`src/rtl/tri_sum_pkg.sv`:
```
// Shared definitions for the triangular-sum FSM pair (forward sum and inverse).
// Holds state encoding, LED patterns and default widths.
package tri_sum_pkg;

   localparam int W_SUM_DEF = 7;
   localparam int W_N_DEF   = 4;

   typedef enum logic [1:0] {
      ST_IDLE = 2'd0,
      ST_LOAD = 2'd1,
      ST_CALC = 2'd2,
      ST_DONE = 2'd3
   } state_t;

   localparam logic [9:0] LED_IDLE      = 10'h000;
   localparam logic [9:0] LED_LOAD      = 10'h001;
   localparam logic [9:0] LED_CALC      = 10'h003;
   localparam logic [9:0] LED_DONE      = 10'h007;
   localparam int         LED_EXACT_BIT = 9;

   function automatic int max_int(input int a, input int b);
      return (a > b) ? a : b;
   endfunction

endpackage

```
`src/rtl/tri_sum_inverse_if.sv`:
```
// Request/result bundle between the board harness and tri_sum_inverse.
interface tri_sum_inverse_if #(
   parameter int W_SUM = 7,
   parameter int W_N   = 4
);
   logic             start;
   logic [W_SUM-1:0] target;
   logic [W_N-1:0]   n_out;
   logic [W_SUM-1:0] rem_out;
   logic             exact;
   logic             busy;
   logic             done;
   logic [9:0]       led_out;

   modport master (
      output start, target,
      input  n_out, rem_out, exact, busy, done, led_out
   );

   modport slave (
      input  start, target,
      output n_out, rem_out, exact, busy, done, led_out
   );
endinterface

```
`src/rtl/rise_edge_detect.sv`:
```
// Single-cycle pulse on a 0->1 transition of an already synchronised level.
module rise_edge_detect (
   input  logic clk,
   input  logic rst,
   input  logic in,
   output logic pulse
);

   logic in_q;

   always_ff @(posedge clk or posedge rst) begin
      if (rst) in_q <= 1'b0;
      else     in_q <= in;
   end

   assign pulse = in & ~in_q;

endmodule

```
`src/rtl/tri_sum_inverse.sv`:
```
// Finds the largest n with 1+2+...+n <= target by subtracting k = 1, 2, 3, ...
// one step per clock; reports n, the remainder and whether the sum was exact.
module tri_sum_inverse
   import tri_sum_pkg::*;
#(
   parameter int W_SUM = W_SUM_DEF,
   parameter int W_N   = W_N_DEF
) (
   input  logic              clk,
   input  logic              rst,
   tri_sum_inverse_if.slave  bus
);

   localparam int CW = max_int(W_SUM, W_N + 1);

   state_t           state, state_nx;
   logic             start_rise;
   logic [W_SUM-1:0] acc;
   logic [W_N:0]     k;
   logic [CW-1:0]    acc_cmp, k_cmp;
   logic             fits;
   logic             finish;

   logic [W_N-1:0]   n_q;
   logic [W_SUM-1:0] rem_q;
   logic             exact_q, exact_nx;
   logic             busy_q, busy_nx;
   logic             done_q;
   logic [9:0]       led_q, led_nx;

   rise_edge_detect u_start_edge (
      .clk   (clk),
      .rst   (rst),
      .in    (bus.start),
      .pulse (start_rise)
   );

   assign acc_cmp = CW'(acc);
   assign k_cmp   = CW'(k);
   assign fits    = (acc_cmp >= k_cmp);
   assign finish  = (state == ST_CALC) && !fits;

   always_ff @(posedge clk or posedge rst) begin
      if (rst) state <= ST_IDLE;
      else     state <= state_nx;
   end

   always_comb begin
      state_nx = state;
      case (state)
         ST_IDLE: if (start_rise) state_nx = ST_LOAD;
         ST_LOAD: state_nx = ST_CALC;
         ST_CALC: if (!fits) state_nx = ST_DONE;
         ST_DONE: if (start_rise) state_nx = ST_LOAD;
         default: state_nx = ST_IDLE;
      endcase
   end

   // Busy and LEDs are decoded from the next state so the registered copies line up with state.
   always_comb begin
      busy_nx  = 1'b0;
      led_nx   = LED_IDLE;
      exact_nx = finish ? (acc == '0) : exact_q;
      case (state_nx)
         ST_LOAD: begin
            busy_nx = 1'b1;
            led_nx  = LED_LOAD;
         end
         ST_CALC: begin
            busy_nx = 1'b1;
            led_nx  = LED_CALC;
         end
         ST_DONE: begin
            led_nx                = LED_DONE;
            led_nx[LED_EXACT_BIT] = exact_nx;
         end
         default: led_nx = LED_IDLE;
      endcase
   end

   always_ff @(posedge clk or posedge rst) begin
      if (rst) begin
         acc     <= '0;
         k       <= '0;
         n_q     <= '0;
         rem_q   <= '0;
         exact_q <= 1'b0;
         busy_q  <= 1'b0;
         done_q  <= 1'b0;
         led_q   <= '0;
      end else begin
         busy_q  <= busy_nx;
         led_q   <= led_nx;
         done_q  <= finish;
         exact_q <= exact_nx;
         case (state)
            ST_LOAD: begin
               acc <= bus.target;
               k   <= {{W_N{1'b0}}, 1'b1};
            end
            ST_CALC: begin
               if (fits) begin
                  acc <= W_SUM'(acc_cmp - k_cmp);
                  k   <= k + 1'b1;
               end else begin
                  n_q   <= W_N'(k - 1'b1);
                  rem_q <= acc;
               end
            end
            default: ;
         endcase
      end
   end

   assign bus.n_out   = n_q;
   assign bus.rem_out = rem_q;
   assign bus.exact   = exact_q;
   assign bus.busy    = busy_q;
   assign bus.done    = done_q;
   assign bus.led_out = led_q;

endmodule

```
`src/flat_wrapper.sv`:
```
// flat-port wrapper written by rule: the top's interface ports become plain ports
module tri_sum_inverse_flat import tri_sum_pkg::*;
#(
   parameter int W_SUM = W_SUM_DEF,
   parameter int W_N   = W_N_DEF
)
  (clk, rst, bus_start, bus_target, bus_n_out, bus_rem_out, bus_exact, bus_busy, bus_done, bus_led_out);
  tri_sum_inverse_if #(.W_SUM(W_SUM), .W_N(W_N)) bus_i ();
  input  logic clk;
  input  logic rst;
  input wire logic [$bits(bus_i.start)-1:0] bus_start;
  input wire logic [$bits(bus_i.target)-1:0] bus_target;
  output wire logic [$bits(bus_i.n_out)-1:0] bus_n_out;
  output wire logic [$bits(bus_i.rem_out)-1:0] bus_rem_out;
  output wire logic [$bits(bus_i.exact)-1:0] bus_exact;
  output wire logic [$bits(bus_i.busy)-1:0] bus_busy;
  output wire logic [$bits(bus_i.done)-1:0] bus_done;
  output wire logic [$bits(bus_i.led_out)-1:0] bus_led_out;
  assign bus_i.start = bus_start;
  assign bus_i.target = bus_target;
  assign bus_n_out = bus_i.n_out;
  assign bus_rem_out = bus_i.rem_out;
  assign bus_exact = bus_i.exact;
  assign bus_busy = bus_i.busy;
  assign bus_done = bus_i.done;
  assign bus_led_out = bus_i.led_out;
  tri_sum_inverse #(.W_SUM(W_SUM), .W_N(W_N)) u_core (.clk(clk), .rst(rst), .bus(bus_i));
endmodule
```
`config.mk`:
```
export PLATFORM = sky130hd
export DESIGN_NAME = tri_sum_inverse_flat
export DESIGN_NICKNAME = d
export VERILOG_FILES = /design/src/rtl/tri_sum_pkg.sv /design/src/rtl/tri_sum_inverse_if.sv /design/src/rtl/rise_edge_detect.sv /design/src/rtl/tri_sum_inverse.sv /design/src/flat_wrapper.sv
export SDC_FILE = /design/constraint.sdc
export NUM_CORES = 1
export LEC_CHECK = 0
export CORE_MARGIN = 10
export CORE_UTILIZATION = 35
export DETAILED_ROUTE_END_ITERATION = 12
export HOLD_SLACK_MARGIN = 0.05
export PLACE_DENSITY = 0.68
export SLEW_MARGIN = 30
export SYNTH_ARGS = -nofsm -noshare
export SYNTH_HDL_FRONTEND = slang
export SYNTH_HIERARCHICAL = 1
export SYNTH_SLANG_ARGS = --single-unit
```
`constraint.sdc`:
```
create_clock -name clk -period 2.64 [get_ports clk]
set_clock_uncertainty 0.15 [all_clocks]
set_input_delay 0.396 -clock clk [delete_from_list [all_inputs] [get_ports clk]]
set_output_delay 0.396 -clock clk [all_outputs]
set_load 0.05 [all_outputs]
```
Word-level counts from Yosys, hierarchy flattened
Cells that the tools add are included.

storage, ports and cells
  flip-flop bits (word level) = 39
  input bits = 10
  output and inout port bits = 24
  logic and storage cells = 43

operators by class
  add/sub/neg operators = 3
  $lt $le $gt $ge = 1
  eq/ne operators = 7
  mux-type cells = 10
  bitwise operators = 3
  reduce and logical (&&, ||, !) cells = 9

operator list
  kind                                                                      number
  10-bit one-hot mux with 3 select lines                                    1
  7-bit one-hot mux with 2 select lines                                     1
  5-bit one-hot mux with 2 select lines                                     1
  2-bit == test (second input constant)                                     4
  7-bit by 5-bit greater-or-equal comparator with 1-bit output              1
  7-bit zero test                                                           1
  7-bit 2-to-1 mux                                                          1
  7-bit by 5-bit subtractor with 7-bit output                               1
  2-bit one-hot mux with 3 select lines                                     1
  5-bit by 1-bit adder with 5-bit output (second input constant)            1
  5-bit 2-to-1 mux                                                          1
  2-bit by 1-bit == test with 1-bit output (second input constant)          2
  2-bit 2-to-1 mux                                                          2
  2-bit AND reduction                                                       2
  2-bit OR reduction                                                        2
  4-bit by 1-bit subtractor with 4-bit output (second input constant)       1
  2-bit zero test                                                           1
  1-bit 2-to-1 mux                                                          2
  2-bit by 1-bit inequality test with 1-bit output (second input constant)  1
  1-bit inverter                                                            2
  2-bit nonzero test                                                        1
  1-bit bitwise AND                                                         1
  1-bit logical AND                                                         1
  1-bit zero test                                                           1

Depth between registers and ports, before layout
Gate-level depths: netlist of the first run.

  depth in word-level cells = 7
  gate-level depth with buffers = 11
  depth with buffers taken out = 10

Hierarchy
The synthesis of the first run kept the hierarchy.

modules (own cells, without submodules)
  module            instances  cells each  area an instance (µm²)  seq. area each (µm²)
  tri_sum_inverse   1          173         1704.1                  775.7
  rise_edge_detect  1          3           42.5                    25.0

Least setup slack after synthesis of the first run
Ideal clock, no wire load.

  path kind = flip-flop to flip-flop
  start point = register u_core.k[2]
  end point = register u_core.led_q[9] (netlist: u_core/bus.led_out[9])
  setup time = 0.120 ns
  data arrival time = 1.960 ns
  data required time = 2.370 ns
  path slack = 0.410 ns
  stages on the path, launching flop included = 10
  path buffers = 1
  clock period less this slack = 2.230 ns
  path through = dfrtp_1 clkbuf_1 inv_1 ha_1 nand3_2 o211ai_4 o21ai_0 nor2b_1 ha_1 o211a_1

on the way
  word-level cells in the longest chain between the ends = 5
  elaborated cells between the ends (all ways) = 10
  those cells by class = order compare: 1; eq/ne: 3; mux: 4; reduce/logical: 2

RTL lines
  what                                                                       RTL line                source
  start: declaration                                                         tri_sum_inverse.sv:19   logic [W_N:0] k;
  start signal: assignment                                                   tri_sum_inverse.sv:99   k <= {{W_N{1'b0}}, 1'b1};
  start signal: assignment                                                   tri_sum_inverse.sv:104  k <= k + 1'b1;
  7-bit by 5-bit greater-or-equal comparator with 1-bit output *             tri_sum_inverse.sv:40   assign fits = (acc_cmp >= k_cmp);
  2-bit 2-to-1 mux *                                                         tri_sum_inverse.sv:53   ST_CALC: if (!fits) state_nx = ST_DONE;
  2-bit one-hot mux with 3 select lines *                                    tri_sum_inverse.sv:50   case (state)
  named net u_core.state_nx[0]                                               tri_sum_inverse.sv:16   state_t state, state_nx;
  2-bit == test or 2-bit by 1-bit == test with 1-bit output (tied branches)  tri_sum_inverse.sv:64   case (state_nx)
  10-bit one-hot mux with 3 select lines *                                   tri_sum_inverse.sv:64
  named net u_core.led_nx[9]                                                 tri_sum_inverse.sv:29   logic [9:0] led_q, led_nx;
  end signal: assignment                                                     tri_sum_inverse.sv:93   led_q <= led_nx;
  end: declaration                                                           tri_sum_inverse.sv:29

The timed path passes the listed nets; every way through them passes the cells marked *.
A chain may end at the register's enable or synchronous reset.

Final worst setup path of the first run
  start point = register u_core.k[3]
  end point = register u_core.led_q[9] (netlist: u_core/bus.led_out[9])

The elaborated chain is that of the path after synthesis.

==> results of run 1 <==
[report_power, final]
| part | internal [mW] | switching [mW] | leakage (nW) |
|---|---|---|---|
| Clock | 0.333 | 0.185 | 0.0645 |
| Combinational | 0.712 | 1.12 | 0.557 |
| Sequential | 0.689 | 0.159 | 0.401 |
[state kept, by name (all words and copies together) (netlist names)]
signal                    count
u_core/acc                    7
u_core/bus.rem_out            7
u_core/k                      5
u_core/bus.n_out              4
u_core/bus.led_out            3
u_core/state                  2
u_core/bus.busy               1
u_core/bus.done               1
u_core/bus.exact              1
u_core/u_start_edge/in_q      1
[metal layers]
metal | vias to the layer above | global-route usage, %
li1 | 657 | -
met1 | 639 | 11.7
met2 | 32 | 14.9
met3 | 6 | 5.24
met4 | 0 | 2.65
met5 | - | 0
[worst reg2reg max path, delay by kind of cell, from the launching register on]
family / cells / cell delay, ns
adders and majority gates: 2 / 0.53
AOI/OAI and AO/OA: 5 / 0.87
buffers and inverters: 1 / 0.07
DFF: 1 / 0.45
and+or+nand+nor: 1 / 0.26
[kinds of logic (layout without fill, tap and decap cells)]
kind of cell    Yosys count  in the layout  share of synthesized area (%)
fa+ha+maj                13             13                           9.74
other cells               1              6                          0.215
compound gates           41             41                           17.2
flops                    32             32                           45.8
mux                       1              1                          0.573
simple gates             54             54                           16.4
xor+xnor                  4              4                           2.01
buf+inv                  30             56                           8.02
[area by class of cell]
cell class	count	area, um2	area share [%]
clock buffer	7	96.3	4.38
sequential	32	801	36.4
timing repair buffer	31	300	13.7
tap	67	83.8	3.81
inverter	17	63.8	2.90
clock inverter	1	30.0	1.37
multi-input combinational	119	825	37.5
[Yosys cell counts (2+ instances only)]
| cell type | count | share of area [%] |
|---|---|---|
| o2bb2ai_1 | 2 | 1.0 |
| o21a_1 | 3 | 1.3 |
| nand2_1 | 21 | 4.5 |
| a21oi_1 | 5 | 1.4 |
| and3_1 | 4 | 1.4 |
| buf_4 | 7 | 3.0 |
| xnor2_1 | 4 | 2.0 |
| ha_1 | 12 | 8.6 |
| a221o_1 | 2 | 1.1 |
| nand2b_1 | 3 | 1.1 |
| nor2_1 | 6 | 1.3 |
| a22oi_1 | 2 | 0.86 |
| clkbuf_1 | 5 | 1.1 |
| nor2b_1 | 4 | 1.4 |
| o31ai_1 | 2 | 0.86 |
| dfrtp_1 | 32 | 46 |
| nor3b_1 | 2 | 0.86 |
| nand3_1 | 2 | 0.57 |
| a32oi_1 | 2 | 1.0 |
| inv_1 | 16 | 3.4 |
| nor3_1 | 2 | 0.57 |
| and2_1 | 3 | 1.1 |
| o21ai_0 | 12 | 3.4 |
[through the flow]
stage	hold slack (ns)	area [um2]	cells	setup WS, ns
final	0.118	2200	274	0.243
after global routing	0.114	2200	274	0.0694
after CTS	0.116	2200	274	0.250
after detailed placement	0.313	2070	266	0.261
after global placement	0.317	2070	266	0.311
after floorplan	-0.0253	1770	181	0.410
[path summary, 6_finish.rpt]
| check | end | slack (ns) | cells past startpoint |
|---|---|---|---|
| min in group clk | u_core/bus.n_out[3]$_DFFE_PP0N_ | 0.33 | 2 |
| worst min register to register | u_core/bus.n_out[3]$_DFFE_PP0N_ | 0.33 | 2 |
| worst max-delay path | u_core/bus.led_out[9]$_DFF_PP0_ | 0.24 | 9 |
| max in group asynchronous | u_core/bus.n_out[0]$_DFFE_PP0N_ | 1.68 | 3 |
| worst max register to register | u_core/bus.led_out[9]$_DFF_PP0_ | 0.24 | 9 |
| worst min-delay path | u_core/u_start_edge/in_q$_DFF_PP0_ | 0.12 | 2 |
==> impl_metrics.env, run 1 <==
export IMPL_overflow=0
export IMPL_clock_path_buffers=2
export IMPL_crit_path_start_kind="flip-flop"
export IMPL_cpMostUsedCell="ha_1"
export IMPL_cts_tree="built"
export IMPL_critPathSlowestCell="dfrtp_1"
export IMPL_clkLatencyLatePin_ns=0.29
export IMPL_end_kind="flip-flop"
export IMPL_ioPinCount=34
export IMPL_relSlewSlack_pct=66.0
export IMPL_r2r_start="u_core/k[3]$_DFFE_PP0P_"
export IMPL_final_setup_tns_ns=0
export IMPL_rows=25
export IMPL_cts_sinks=32
export IMPL_syn_inst=176
export IMPL_start_util_pct=36.5
export IMPL_syn2layout_area_growth_pct=25.9
export IMPL_drc=0
export IMPL_clock_root_buffer="clkbuf_8"
export IMPL_grt_use_total_pct=9.80
export IMPL_setup_viol=0
export IMPL_critical_path_top_delay_family="compound AO/OA/AOI/OAI gates"
export IMPL_die_x_um=90.6
export IMPL_synth_edf_count=0
export IMPL_path_cells="inv_1 -> ha_1 -> a21o_1 -> a21oi_2 -> o211ai_4 -> o21ai_0 -> nor2b_1 -> ha_1 -> o211a_1"
export IMPL_portBuffers=27
export IMPL_ir_worst_vdd_uv=651
export IMPL_slew_viol_final=0
export IMPL_dp_hpwl_um=3030
export IMPL_drive_above_1_share_pct=9.18
export IMPL_wl_met1_um=1750
export IMPL_critPathMaxFanout=13
export IMPL_grt_pass1_wl_um=6600
export IMPL_hold_path_class="in2async"
export IMPL_finalPower_mw=3.20
export IMPL_path_buf_inv=1
export IMPL_final_common_cell="dfrtp_1"
export IMPL_clock_fmax_mhz=417
export IMPL_postCtsSetupBuffers=0
export IMPL_routed_wl_met2_um=1860
export IMPL_ys_flop_type="dfrtp_1"
export IMPL_numCtsBuffers=5
export IMPL_clk_pin_slew_worst_paths_ns=0.06
export IMPL_synth_seq_cells=32
export IMPL_fp_dieH_um=90.6
export IMPL_routed_top_layer="met4"
export IMPL_outcome="finished clean"
export IMPL_grt_antenna_before_repair=0
export IMPL_n_antenna_cell=0
export IMPL_vias=1334
export IMPL_wirelength_um=3960
export IMPL_drtAntennaViolNets=0
export IMPL_async_flop_share_pct=100
export IMPL_syn_avg_cell_area_um2=9.92
export IMPL_worstPathArrival_ns=2.47
export IMPL_p_leak_nw=1.02
export IMPL_maxCapViolations=0
export IMPL_fin_crit_sh_pct=90.8
export IMPL_first_pass_iters=6
export IMPL_cpPeakStageDelay_ns=0.45
export IMPL_gp_congestion=0.904
export IMPL_grt_pass1_vias=1328
export IMPL_rsz0062_at_grt="false"
export IMPL_fin_nets=229
export IMPL_worst_pin_slew_ns=0.509
export IMPL_holdBufCountCts=0
export IMPL_synth_warning_count=6
export IMPL_viasPerCell=4.87
export IMPL_power_density_nw_per_um2=1450
export IMPL_met3_wirelength_um=296
export IMPL_cp_required_ns=2.71
export IMPL_ys_seq_area_share_pct=45.8
export IMPL_first_iter_violations=59
export IMPL_yosysUniqueCellTypes=46
export IMPL_h_tree_depth=2
export IMPL_most_common_layout_cells="32 x dfrtp_1, 27 x clkdlybuf4s50_1, 21 x nand2_1"
export IMPL_period_minus_slack_ns=2.40
export IMPL_fillers=452
export IMPL_synth_area_um2=1750
export IMPL_cts_resized=0
export IMPL_critPathKind="reg2reg"
export IMPL_hold_viol=0
export IMPL_grt_max_degree=32
export IMPL_die_area_um2=8220
export IMPL_wire_per_inst_um=14.4
export IMPL_startpoint="u_core/k[3]$_DFFE_PP0P_"
export IMPL_post_route_util_pct=46.0
export IMPL_floorplan_core_area_um2=4790
Power figures use the tool's default switching activity.
==> run 2, diff against run 1 <==
CORE_UTILIZATION = 51   (was 35)
PLACE_DENSITY = 0.89   (was 0.68)
==> impl_metrics.env, run 2 (synthesized netlist as in run 1, its figures left out) <==
export IMPL_outcome="finished clean"
export IMPL_final_common_cell="dfrtp_1"
export IMPL_grt_max_degree=32
export IMPL_power_density_nw_per_um2=1410
export IMPL_dp_hpwl_um=2750
export IMPL_final_setup_tns_ns=0
export IMPL_rsz0062_at_grt="false"
export IMPL_grt_pass1_wl_um=6340
export IMPL_ff_latch_area_um2=801
export IMPL_hold_path_class="in2async"
export IMPL_crit_path_start_kind="flip-flop"
export IMPL_first_iter_violations=155
export IMPL_clock_path_buffers=2
export IMPL_critPathKind="reg2reg"
export IMPL_first_pass_iters=4
export IMPL_maxCapViolations=0
export IMPL_period_minus_slack_ns=2.35
export IMPL_worst_pin_slew_ns=0.506
export IMPL_wire_per_inst_um=14.7
export IMPL_viasPerCell=5.38
export IMPL_postCtsSetupBuffers=0
export IMPL_grt_antenna_before_repair=0
export IMPL_p_leak_nw=0.991
export IMPL_numPlacedInstances=244
export IMPL_floorplan_core_area_um2=3310
export IMPL_holdBufCountCts=0
export IMPL_relSlewSlack_pct=66.2
export IMPL_slew_viol_final=0
export IMPL_drive_above_1_share_pct=8.74
export IMPL_cp_required_ns=2.78
export IMPL_r2r_end="u_core/bus.led_out[9]$_DFF_PP0_"
export IMPL_worstPathArrival_ns=2.49
export IMPL_wirelength_um=3710
export IMPL_fin_crit_sh_pct=89.0
export IMPL_h_tree_depth=2
export IMPL_vias=1356
export IMPL_clk_pin_slew_worst_paths_ns=0.11
export IMPL_start_util_pct=52.8
export IMPL_overflow=0
export IMPL_grt_pass1_vias=1360
export IMPL_clkLatencyLatePin_ns=0.34
export IMPL_most_common_layout_cells="32 x dfrtp_1, 27 x clkdlybuf4s50_1, 21 x nand2_1"
export IMPL_setup_viol=0
export IMPL_fin_worst_hold_slack_ns=0.0702
export IMPL_fillers=290
export IMPL_ir_worst_vdd_uv=804
export IMPL_rows=21
export IMPL_die_area_um2=6170
export IMPL_gp_congestion=0.903
export IMPL_clock_fmax_mhz=426
export IMPL_r2r_start="u_core/k[3]$_DFFE_PP0P_"
export IMPL_cts_resized=0
export IMPL_worstRegToRegCells=9
export IMPL_n_antenna_cell=0
export IMPL_finalNonFillerCells=252
export IMPL_syn2layout_area_growth_pct=20.3
export IMPL_cts_tree="built"
export IMPL_fin_nets=228
export IMPL_hold_viol=0
export IMPL_drtAntennaViolNets=0
export IMPL_portBuffers=27
export IMPL_clock_root_buffer="clkbuf_4"
export IMPL_end_kind="flip-flop"
export IMPL_multi_input_area_um2=825
export IMPL_critPathMaxFanout=6
export IMPL_numCtsBuffers=5
export IMPL_die_x_um=78.5
export IMPL_rrSetupSlack_ns=0.29
export IMPL_drc=0
export IMPL_cts_sinks=32
export IMPL_grt_use_total_pct=12.7
export IMPL_ioPinCount=34
export IMPL_fp_dieH_um=78.5
[run 2: worst max-delay path by stage]
stage,start,to,slack [ns]
floorplan,u_core/k[2]$_DFFE_PP0P_,u_core/bus.led_out[9]$_DFF_PP0_,0.41
global placement,u_core/k[3]$_DFFE_PP0P_,u_core/bus.led_out[9]$_DFF_PP0_,0.46
detailed placement,u_core/k[3]$_DFFE_PP0P_,u_core/bus.led_out[9]$_DFF_PP0_,0.32
CTS,u_core/k[3]$_DFFE_PP0P_,u_core/bus.led_out[9]$_DFF_PP0_,0.33
global route,u_core/k[3]$_DFFE_PP0P_,u_core/bus.led_out[9]$_DFF_PP0_,0.18
finish,u_core/k[3]$_DFFE_PP0P_,u_core/bus.led_out[9]$_DFF_PP0_,0.29
[run 2: power by group]
group / internal [mW] / switching [mW] / total [mW]
logic: 0.700 / 1.10 / 1.80
clock network: 0.127 / 0.171 / 0.297
registers: 0.687 / 0.171 / 0.859
[run 2: critical path: stages (launching register included)]
cell and delay [ns]:
dfrtp_1 0.45, inv_1 0.07, ha_1 0.36, a21o_1 0.22
a21oi_2 0.20, o211ai_4 0.14, o21ai_0 0.12, nor2b_1 0.27
ha_1 0.19, o211a_1 0.14
[run 2: area by class of cell]
| cell class | count | share of cell area [%] |
|---|---|---|
| clock buffer | 6 | 2.44 |
| clock inverter | 2 | 0.476 |
| inverter | 17 | 3.04 |
| multi-input combinational | 119 | 39.2 |
| sequential | 32 | 38.1 |
| tap | 46 | 2.74 |
| timing repair buffer | 30 | 13.9 |
[run 2: metrics by stage]
step                      total power, mW  area (um2)  setup slack, ns  util (%)
after floorplan                      2.20        1770            0.410         -
after global placement               2.61        2040            0.455      61.6
after detailed placement             2.66        2040            0.325      61.6
after CTS                            2.97        2100            0.335      63.5
after global routing                 3.22        2100            0.184      63.5
final                                2.96        2100            0.291      63.5
[run 2: metal layers]
layer,global-route usage (%),wire (um),up-vias
li1,-,-,652
met1,14.4,1470,639
met2,20.1,1820,58
met3,6.61,372,7
met4,4.30,53,0
met5,0,0,-
==> run 3, diff against run 2 <==
CORE_UTILIZATION = 62   (was 51)
CTS_BUF_LIST = sky130_fd_sc_hd__clkbuf_8 sky130_fd_sc_hd__clkbuf_16   (was not set)
DONT_BUFFER_PORTS = 1   (was not set)
PLACE_DENSITY = 0.88   (was 0.89)
==> impl_metrics.env, run 3 (synthesized netlist as in run 1, its figures left out) <==
export IMPL_fin_crit_sh_pct=90.8
export IMPL_cts_resized=0
export IMPL_portBuffers=0
export IMPL_cp_depth=7
export IMPL_grt_antenna_before_repair=0
export IMPL_hold_depth=2
export IMPL_critPathKind="reg2reg"
export IMPL_worstRegToRegCells=7
export IMPL_ioPinCount=34
export IMPL_clk_pin_slew_worst_paths_ns=0.06
export IMPL_setup_viol=0
export IMPL_cts_tree="built"
export IMPL_drive_above_1_share_pct=9.39
export IMPL_grt_pass1_vias=1315
export IMPL_dpl_worst_slack_ns=0.259
export IMPL_die_x_um=73.1
export IMPL_rrSetupSlack_ns=0.24
export IMPL_most_common_layout_cells="32 x dfrtp_1, 21 x nand2_1, 17 x inv_1"
export IMPL_fillers=208
export IMPL_maxCapViolations=0
export IMPL_path_buf_inv=2
export IMPL_finalNonFillerCells=212
export IMPL_n_antenna_cell=0
export IMPL_numPlacedInstances=203
export IMPL_r2r_end="u_core/k[4]$_DFFE_PP0P_"
export IMPL_rsz0062_at_grt="false"
export IMPL_worstPathArrival_ns=2.41
export IMPL_final_setup_tns_ns=0
export IMPL_first_iter_violations=74
export IMPL_first_pass_iters=4
export IMPL_setup_slack_ns=0.244
export IMPL_cts_sinks=32
export IMPL_numCtsBuffers=5
export IMPL_ff_latch_area_um2=801
export IMPL_outcome="finished clean"
export IMPL_viasPerCell=5.96
export IMPL_gp_congestion=0.927
export IMPL_vias=1264
export IMPL_end_kind="flip-flop"
export IMPL_syn2layout_area_growth_pct=6.23
export IMPL_grt_pass1_wl_um=6020
export IMPL_critPathSlowestCell="dfrtp_1"
export IMPL_grt_use_total_pct=14.2
export IMPL_slew_viol_final=0
export IMPL_wire_per_inst_um=16.7
export IMPL_overflow=0
export IMPL_dp_hpwl_um=2780
export IMPL_post_route_util_pct=67.9
export IMPL_multi_input_area_um2=825
export IMPL_holdCritStartpoint="bus_target[3]"
export IMPL_fin_nets=204
export IMPL_die_area_um2=5340
export IMPL_rows=19
export IMPL_critical_path_top_delay_family="compound AO/OA/AOI/OAI gates"
export IMPL_crit_path_start_kind="flip-flop"
export IMPL_r2r_start="u_core/k[2]$_DFFE_PP0P_"
export IMPL_drtAntennaViolNets=0
export IMPL_clkLatencyLatePin_ns=0.27
export IMPL_grt_max_degree=28
export IMPL_clock_root_buffer="clkbuf_8"
export IMPL_fp_dieH_um=73.1
export IMPL_period_minus_slack_ns=2.40
export IMPL_cpPeakStageDelay_ns=0.48
export IMPL_worstHoldEndpoint="u_core/acc[3]$_DFFE_PP0P_"
export IMPL_path_cells="inv_1 -> ha_1 -> nand3_2 -> o211ai_4 -> buf_4 -> o21ai_2 -> a221o_1"
export IMPL_h_tree_depth=2
export IMPL_floorplan_core_area_um2=2730
export IMPL_critPathMaxFanout=27
export IMPL_cp_required_ns=2.65
export IMPL_hold_path_class="in2reg"
export IMPL_clock_path_buffers=2
export IMPL_wirelength_um=3550
export IMPL_hold_viol=0
export IMPL_drc=0
export IMPL_final_common_cell="dfrtp_1"
export IMPL_clock_fmax_mhz=417
export IMPL_start_util_pct=63.9
-- run 3: cell type report --
cell class | count | area share, %
well taps | 31 | 2.09
clock buffers | 5 | 3.71
flip-flops and latches | 32 | 43.2
multi-input cells | 119 | 44.4
inverters | 17 | 3.44
repair buffers | 6 | 2.70
clock inverters | 2 | 0.472
-- run 3: worst reg2reg max path, stage by stage (launching register included) --
cell and delay (ns):
dfrtp_1 0.48, inv_1 0.08, ha_1 0.36, nand3_2 0.13, o211ai_4 0.20, buf_4 0.29, o21ai_2 0.20, a221o_1 0.39
-- run 3: per-layer routing --
metal	GRT usage [%]	vias up	wire, um
li1	-	602	-
met4	4.64	0	17
met3	6.26	4	382
met1	16.2	604	1330
met5	0	-	0
met2	23.0	54	1820
-- run 3: per-stage QoR --
step	instance area (um2)	hold slack (ns)
2_1_floorplan	1770	-0.0253
3_3_place_gp	1760	-0.0239
3_5_place_dp	1760	-0.0215
4_1_cts	1860	0.188
5_1_grt	1860	0.175
6_report	1860	0.197
-- run 3: what timing repair did --
item,in CTS,in global routing
setup buffers,0,0
hold endpoints to repair,15,0
hold buffers,2,0
-- run 3: worst max-delay path by stage --
stage | start | endpoint | slack, ns
after floorplan | u_core/k[2]$_DFFE_PP0P_ | u_core/bus.led_out[9]$_DFF_PP0_ | 0.41
after global placement | u_core/k[2]$_DFFE_PP0P_ | u_core/k[4]$_DFFE_PP0P_ | 0.36
after detailed placement | u_core/k[2]$_DFFE_PP0P_ | u_core/k[4]$_DFFE_PP0P_ | 0.26
after CTS | u_core/k[2]$_DFFE_PP0P_ | u_core/k[4]$_DFFE_PP0P_ | 0.25
after global routing | u_core/k[2]$_DFFE_PP0P_ | u_core/bus.exact$_DFF_PP0_ | 0.10
final | u_core/k[2]$_DFFE_PP0P_ | u_core/k[4]$_DFFE_PP0P_ | 0.24
Power of run 3 is left out: the tool's default activity adds up to more than one toggle a clock period on the data nets, which glitch-free logic cannot reach.
